File: src/rtl/ibex_pkg.sv
// ibex_pkg: shared types for the EX issue controller.
package ibex_pkg;
    typedef enum logic [1:0] {IDLE, MULTI, WB} ex_issue_state_e;
endpackage

File: src/rtl/ibex_ex_imd_reg.sv
// ibex_ex_imd_reg: two 34-bit intermediate value registers with per-entry write enable.
module ibex_ex_imd_reg (
    input  logic             clk_i,
    input  logic             rst_i,
    input  logic [1:0]       we_i,
    input  logic [1:0][33:0] d_i,
    output logic [1:0][33:0] q_o
);
    logic [1:0][33:0] r_q;
    for (genvar k = 0; k < 2; k++) begin : g_ent
        always_ff @(posedge clk_i) begin
            if (rst_i) r_q[k] <= '0;
            else if (we_i[k]) r_q[k] <= d_i[k];
        end
    end
    assign q_o = r_q;
endmodule

File: src/rtl/ibex_ex_issue_ctrl.sv
// ibex_ex_issue_ctrl: EX issue FSM with result buffer and intermediate storage.
// Optional EX-hang watchdog enabled by IBEX_EX_WDOG_EN.
module ibex_ex_issue_ctrl
    import ibex_pkg::*;
#(
    parameter int WdogLimit = 64
) (
    input  logic             clk_i,
    input  logic             rst_i,
    input  logic             instr_valid_i,
    input  logic             mult_sel_i,
    input  logic             div_sel_i,
    input  logic             flush_i,
    input  logic             ex_valid_i,
    input  logic [31:0]      result_ex_i,
    input  logic [1:0]       imd_val_we_i,
    input  logic [1:0][33:0] imd_val_d_i,
    input  logic             wb_ready_i,
    output logic             mult_en_o,
    output logic             div_en_o,
    output logic             alu_instr_first_cycle_o,
    output logic             multdiv_ready_id_o,
    output logic [1:0][33:0] imd_val_q_o,
    output logic             wb_valid_o,
    output logic [31:0]      wb_data_o,
    output logic             instr_done_o,
    output logic             busy_o,
    output logic             wdog_err_o
);
    ex_issue_state_e r_state, w_state_nxt;
    logic [31:0] r_wb_data;
    logic w_go, w_capture, w_first, w_en, w_done, w_wb_valid, w_ready;

    assign w_go = instr_valid_i & ~flush_i;

    always_comb begin
        w_state_nxt = r_state;
        w_capture   = 1'b0;
        w_first     = 1'b0;
        w_en        = 1'b0;
        w_done      = 1'b0;
        w_wb_valid  = 1'b0;
        w_ready     = 1'b1;
        unique case (r_state)
            IDLE: begin
                w_first = w_go;
                w_en    = w_go;
                if (w_go) begin
                    w_capture   = ex_valid_i;
                    w_state_nxt = ex_valid_i ? WB : MULTI;
                end
            end
            MULTI: begin
                w_en = w_go;
                if (!w_go) w_state_nxt = IDLE;
                else if (ex_valid_i) begin
                    w_capture   = 1'b1;
                    w_state_nxt = WB;
                end
            end
            WB: begin
                w_wb_valid = 1'b1;
                w_ready    = wb_ready_i;
                w_done     = wb_ready_i & ~flush_i;
                if (flush_i || wb_ready_i) w_state_nxt = IDLE;
            end
            default: w_state_nxt = IDLE;
        endcase
    end

    always_ff @(posedge clk_i) begin
        if (rst_i) begin
            r_state   <= IDLE;
            r_wb_data <= '0;
        end else begin
            r_state <= w_state_nxt;
            if (w_capture) r_wb_data <= result_ex_i;
        end
    end

    // Combinational outputs are held low while reset is asserted.
    assign mult_en_o               = w_en & mult_sel_i & ~rst_i;
    assign div_en_o                = w_en & div_sel_i & ~rst_i;
    assign alu_instr_first_cycle_o = w_first & ~rst_i;
    assign multdiv_ready_id_o      = w_ready & ~rst_i;
    assign wb_valid_o              = w_wb_valid & ~rst_i;
    assign instr_done_o            = w_done & ~rst_i;
    assign busy_o                  = (r_state != IDLE) & ~rst_i;
    assign wb_data_o               = r_wb_data;

    ibex_ex_imd_reg u_imd (
        .clk_i (clk_i),
        .rst_i (rst_i),
        .we_i  (imd_val_we_i & {2{~flush_i}}),
        .d_i   (imd_val_d_i),
        .q_o   (imd_val_q_o)
    );

`ifdef IBEX_EX_WDOG_EN
    localparam int CntW = $clog2(WdogLimit + 1);
    logic [CntW-1:0] r_wdog_cnt;
    logic            r_wdog_err;
    always_ff @(posedge clk_i) begin
        if (rst_i) begin
            r_wdog_cnt <= '0;
            r_wdog_err <= 1'b0;
        end else begin
            r_wdog_cnt <= (r_state != MULTI) ? '0 :
                          (r_wdog_cnt == CntW'(WdogLimit)) ? r_wdog_cnt : r_wdog_cnt + 1'b1;
            if (r_state == MULTI && r_wdog_cnt == CntW'(WdogLimit - 1)) r_wdog_err <= 1'b1;
        end
    end
    assign wdog_err_o = r_wdog_err;
`else
    assign wdog_err_o = 1'b0 & (WdogLimit > 0);
`endif
endmodule
File: config.mk
export PLATFORM = sky130hd
export DESIGN_NAME = ibex_ex_issue_ctrl
export DESIGN_NICKNAME = d
export VERILOG_FILES = /design/src/rtl/ibex_pkg.sv /design/src/rtl/ibex_ex_imd_reg.sv /design/src/rtl/ibex_ex_issue_ctrl.sv
export SDC_FILE = /design/constraint.sdc
export NUM_CORES = 1
export LEC_CHECK = 0
export ABC_AREA = 1
export CAP_MARGIN = 20
export CORE_MARGIN = 2
export CORE_UTILIZATION = 34
export CTS_CLUSTER_SIZE = 30
export DETAILED_ROUTE_END_ITERATION = 16
export HOLD_SLACK_MARGIN = 0.12
export PLACE_DENSITY = 0.77
export SYNTH_ARGS = -nofsm -noshare
export SYNTH_HDL_FRONTEND = slang
export SYNTH_SLANG_ARGS = --single-unit
File: constraint.sdc
create_clock -name clk_i -period 0.95 [get_ports clk_i]
set_input_delay 0.19 -clock clk_i [delete_from_list [all_inputs] [get_ports clk_i]]
set_output_delay 0.19 -clock clk_i [all_outputs]
set_load 0.05 [all_outputs]
==> flow_summary.yaml <==
outcome:
  status: "finished, violations left"
  violations: "negative setup slack"
worst_setup_path:
  r2r_slack_ps: -410
  cp.arrival_ps: 1220
  cp-start-kind: "flip-flop"
  critPathMaxStageDelay_ps: 340
  cp_max_fo: 2
  cp-end-kind: "output pin"
  cp_num_buf_inv: 2
  path_cells: "inv_2 -> nand2_4 -> nor2_4 -> nand2_2 -> nor2_4 -> buf_12"
  required_ps: 760
  crit_family: "flip-flops"
  slowest_stage: "dfxtp_2"
  path_class: "flip-flop to output pin"
  path_common_cell: "nor2_4"
global_routing:
  met1_usage_pct: 22.37
  top_usage_layer: "met2"
  use_met2_pct: 44.65
  grt_pass1_wl_um: 21090
  grt_pass1_vias: 4234
  overflow: 0
  grtUsageMet3_pct: 7.869
  gr-usage-all-layers_pct: 23.30
  antenna_found_initial: 0
  grt_max_degree: 35
place:
  io_buffers: 216
  place_inst: 810
  gp_congestion: 0.8182
  dpl_cell_area_mm2: 0.007116
  dp_hpwl_um: 9621
finish:
  instances_no_fill: 841
  antenna_cells: 0
  final_cell_mix: "200 x nor2_1, 113 x buf_12, 106 x clkdlybuf4s50_1"
  drive_gt1_share_pct: 46.24
  syn_to_final_growth_pct: 116.8
  final_common_cell: "nor2_1"
  nNetsFinal: 810
  fin_area_mm2: 0.007948
floorplanning:
  row_count: 37
  dieArea_mm2: 0.01163
  ios: 218
  die_h_um: 107.8
  core_mm2: 0.01042
  start_util_pct: 35.20
  die_w_um: 107.8
sta:
  worst_slack_ps: -455.8
  fin_crit_ps: 1406
  period_share_pct: 148.0
  clock_skew_ps: 7.494
  fmax_ghz: 0.7114
  final-hold-violation-count: 0
  rsz0062_at_grt: "true"
  setup_viol: 141
  slew_violations: 0
power:
  powerDensity_mw_per_mm2: 1377
  leakage_nw: 3.165
  p_total_mw: 10.95
  worst_ir_drop_vdd_v: 0.0009866
logic_synthesis:
  syn_area_per_cell_um2: 7.850
  yosysWarnings: 0
  synthCells: 467
  netlist_area_mm2: 0.003666
  ys_ff_latch: 102
  synth_seq_area_share_pct: 55.70
  synth_nets: 577
  ys_types: 21
job:
  drv_cap: 0
clocking:
  numCtsBuffers: 9
  clk_path_buf_depth: 2
  cts_tree: "done"
  cts_root_buf: "clkbuf_8"
  clk_pin_slew_worst_paths_ps: 100
  clock_latency_ps: 350
  htreeDepth: 3
  postCtsHoldBufs: 0
  cts_sinks: 102
drt:
  drc: 0
  vias_per_cell: 4.848
  drt-total-wl_um: 13850
  ant_nets: 0
  wire_per_inst_um: 16.47
  drt-initial-drc-count: 143
  vias: 4077
  first_pass_iters: 4
min_path:
  min_path_type: "input pin to flip-flop"
[where the power goes]
group          total [mW]  internal (mW)  switching (mW)
Combinational        3.53           1.78            1.75
Clock                2.54          0.993            1.55
Sequential           4.87           4.59           0.285
Total                10.9           7.36            3.59
[kinds of logic after synthesis]
family / Yosys count / synth area share, %
AO/OA/AOI/OAI: 104 / 14.20
buffers and inverters: 40 / 6.417
flip-flops: 102 / 55.70
other: 1 / 0.1023
AND/OR/NAND/NOR: 220 / 23.58
[repair_timing]
action | 4_1_cts | 5_1_grt
gates resized for setup | 207 | 49
buffers inserted | 8 | 3
setup endpoints to repair | 208 | 180
pin swaps | 9 | 4
cloned | 4 | 0
[cell type report]
cell class                 instances  area, um^2
tap                              136       170.2
timing repair buffer             252        3681
sequential                       102        2187
clock buffer                       9       123.9
clock inverter                     7       56.30
fill                             653        2469
inverter                          10       52.55
multi-input combinational        325        1677
[synth_stat cells]
library cell,number,share of area (%)
nor2_1,206,21
dfxtp_1,102,56
o21ai_0,88,12
buf_2,14,1.9
o21ai_1,13,1.8
buf_6,6,1.8
inv_1,5,0.51
inv_2,5,0.51
nand2_1,5,0.51
buf_4,4,0.82
a21oi_1,3,0.41
clkbuf_2,3,0.41
nand2_4,3,0.92
clkbuf_1,2,0.20
nand3_1,2,0.27
clkbuf_4,1,0.20
conb_1,1,0.10
nand4_1,1,0.17
nor2_2,1,0.17
nor2_4,1,0.31
nor3_1,1,0.14
[metrics by stage]
step	util, %	hold slack (ps)	setup TNS (ps)	worst slack [ps]
after floorplan	-	251.7	-2506	-414.2
after global placement	68.31	509.7	-59210	-624.6
after detailed placement	68.31	514.5	-63500	-699.7
after CTS	75.03	299.5	-24960	-477.3
after global routing	76.30	315.3	-31660	-546.1
final	76.30	324.5	-24930	-455.8
[flip-flops by register name, summed over array words and instances (netlist names)]
name	count
r_state	2
u_imd.q_o	68
wb_data_o	32
[worst reg2reg max path, delay by kind of cell (launching register included)]
family	cells	cell delay [ps]
buffers and inverters	3	450
DFF	1	380
and+or+nand+nor	3	310
AOI/OAI and AO/OA	1	120
[final timing paths]
kind | from | endpoint | depth (start not counted)
worst max-delay path | r_state[0] | instr_done_o | 6
worst min-delay path | rst_i | r_state[1] | 3
worst max register to register | r_state[1] | wb_data_o[8] | 7
worst min register to register | u_imd.q_o[39] | u_imd.q_o[39] | 2
[routing by layer]
layer  up-vias  share of wire, %  routed length (um)
met1      1921                34                4654
met5         -                 0                   0
met4         0               3.7                 513
met3        36               7.6                1056
li1       1945                 -                   -
met2       175                55                7624
No activity file was read; power rests on OpenSTA's default activity.
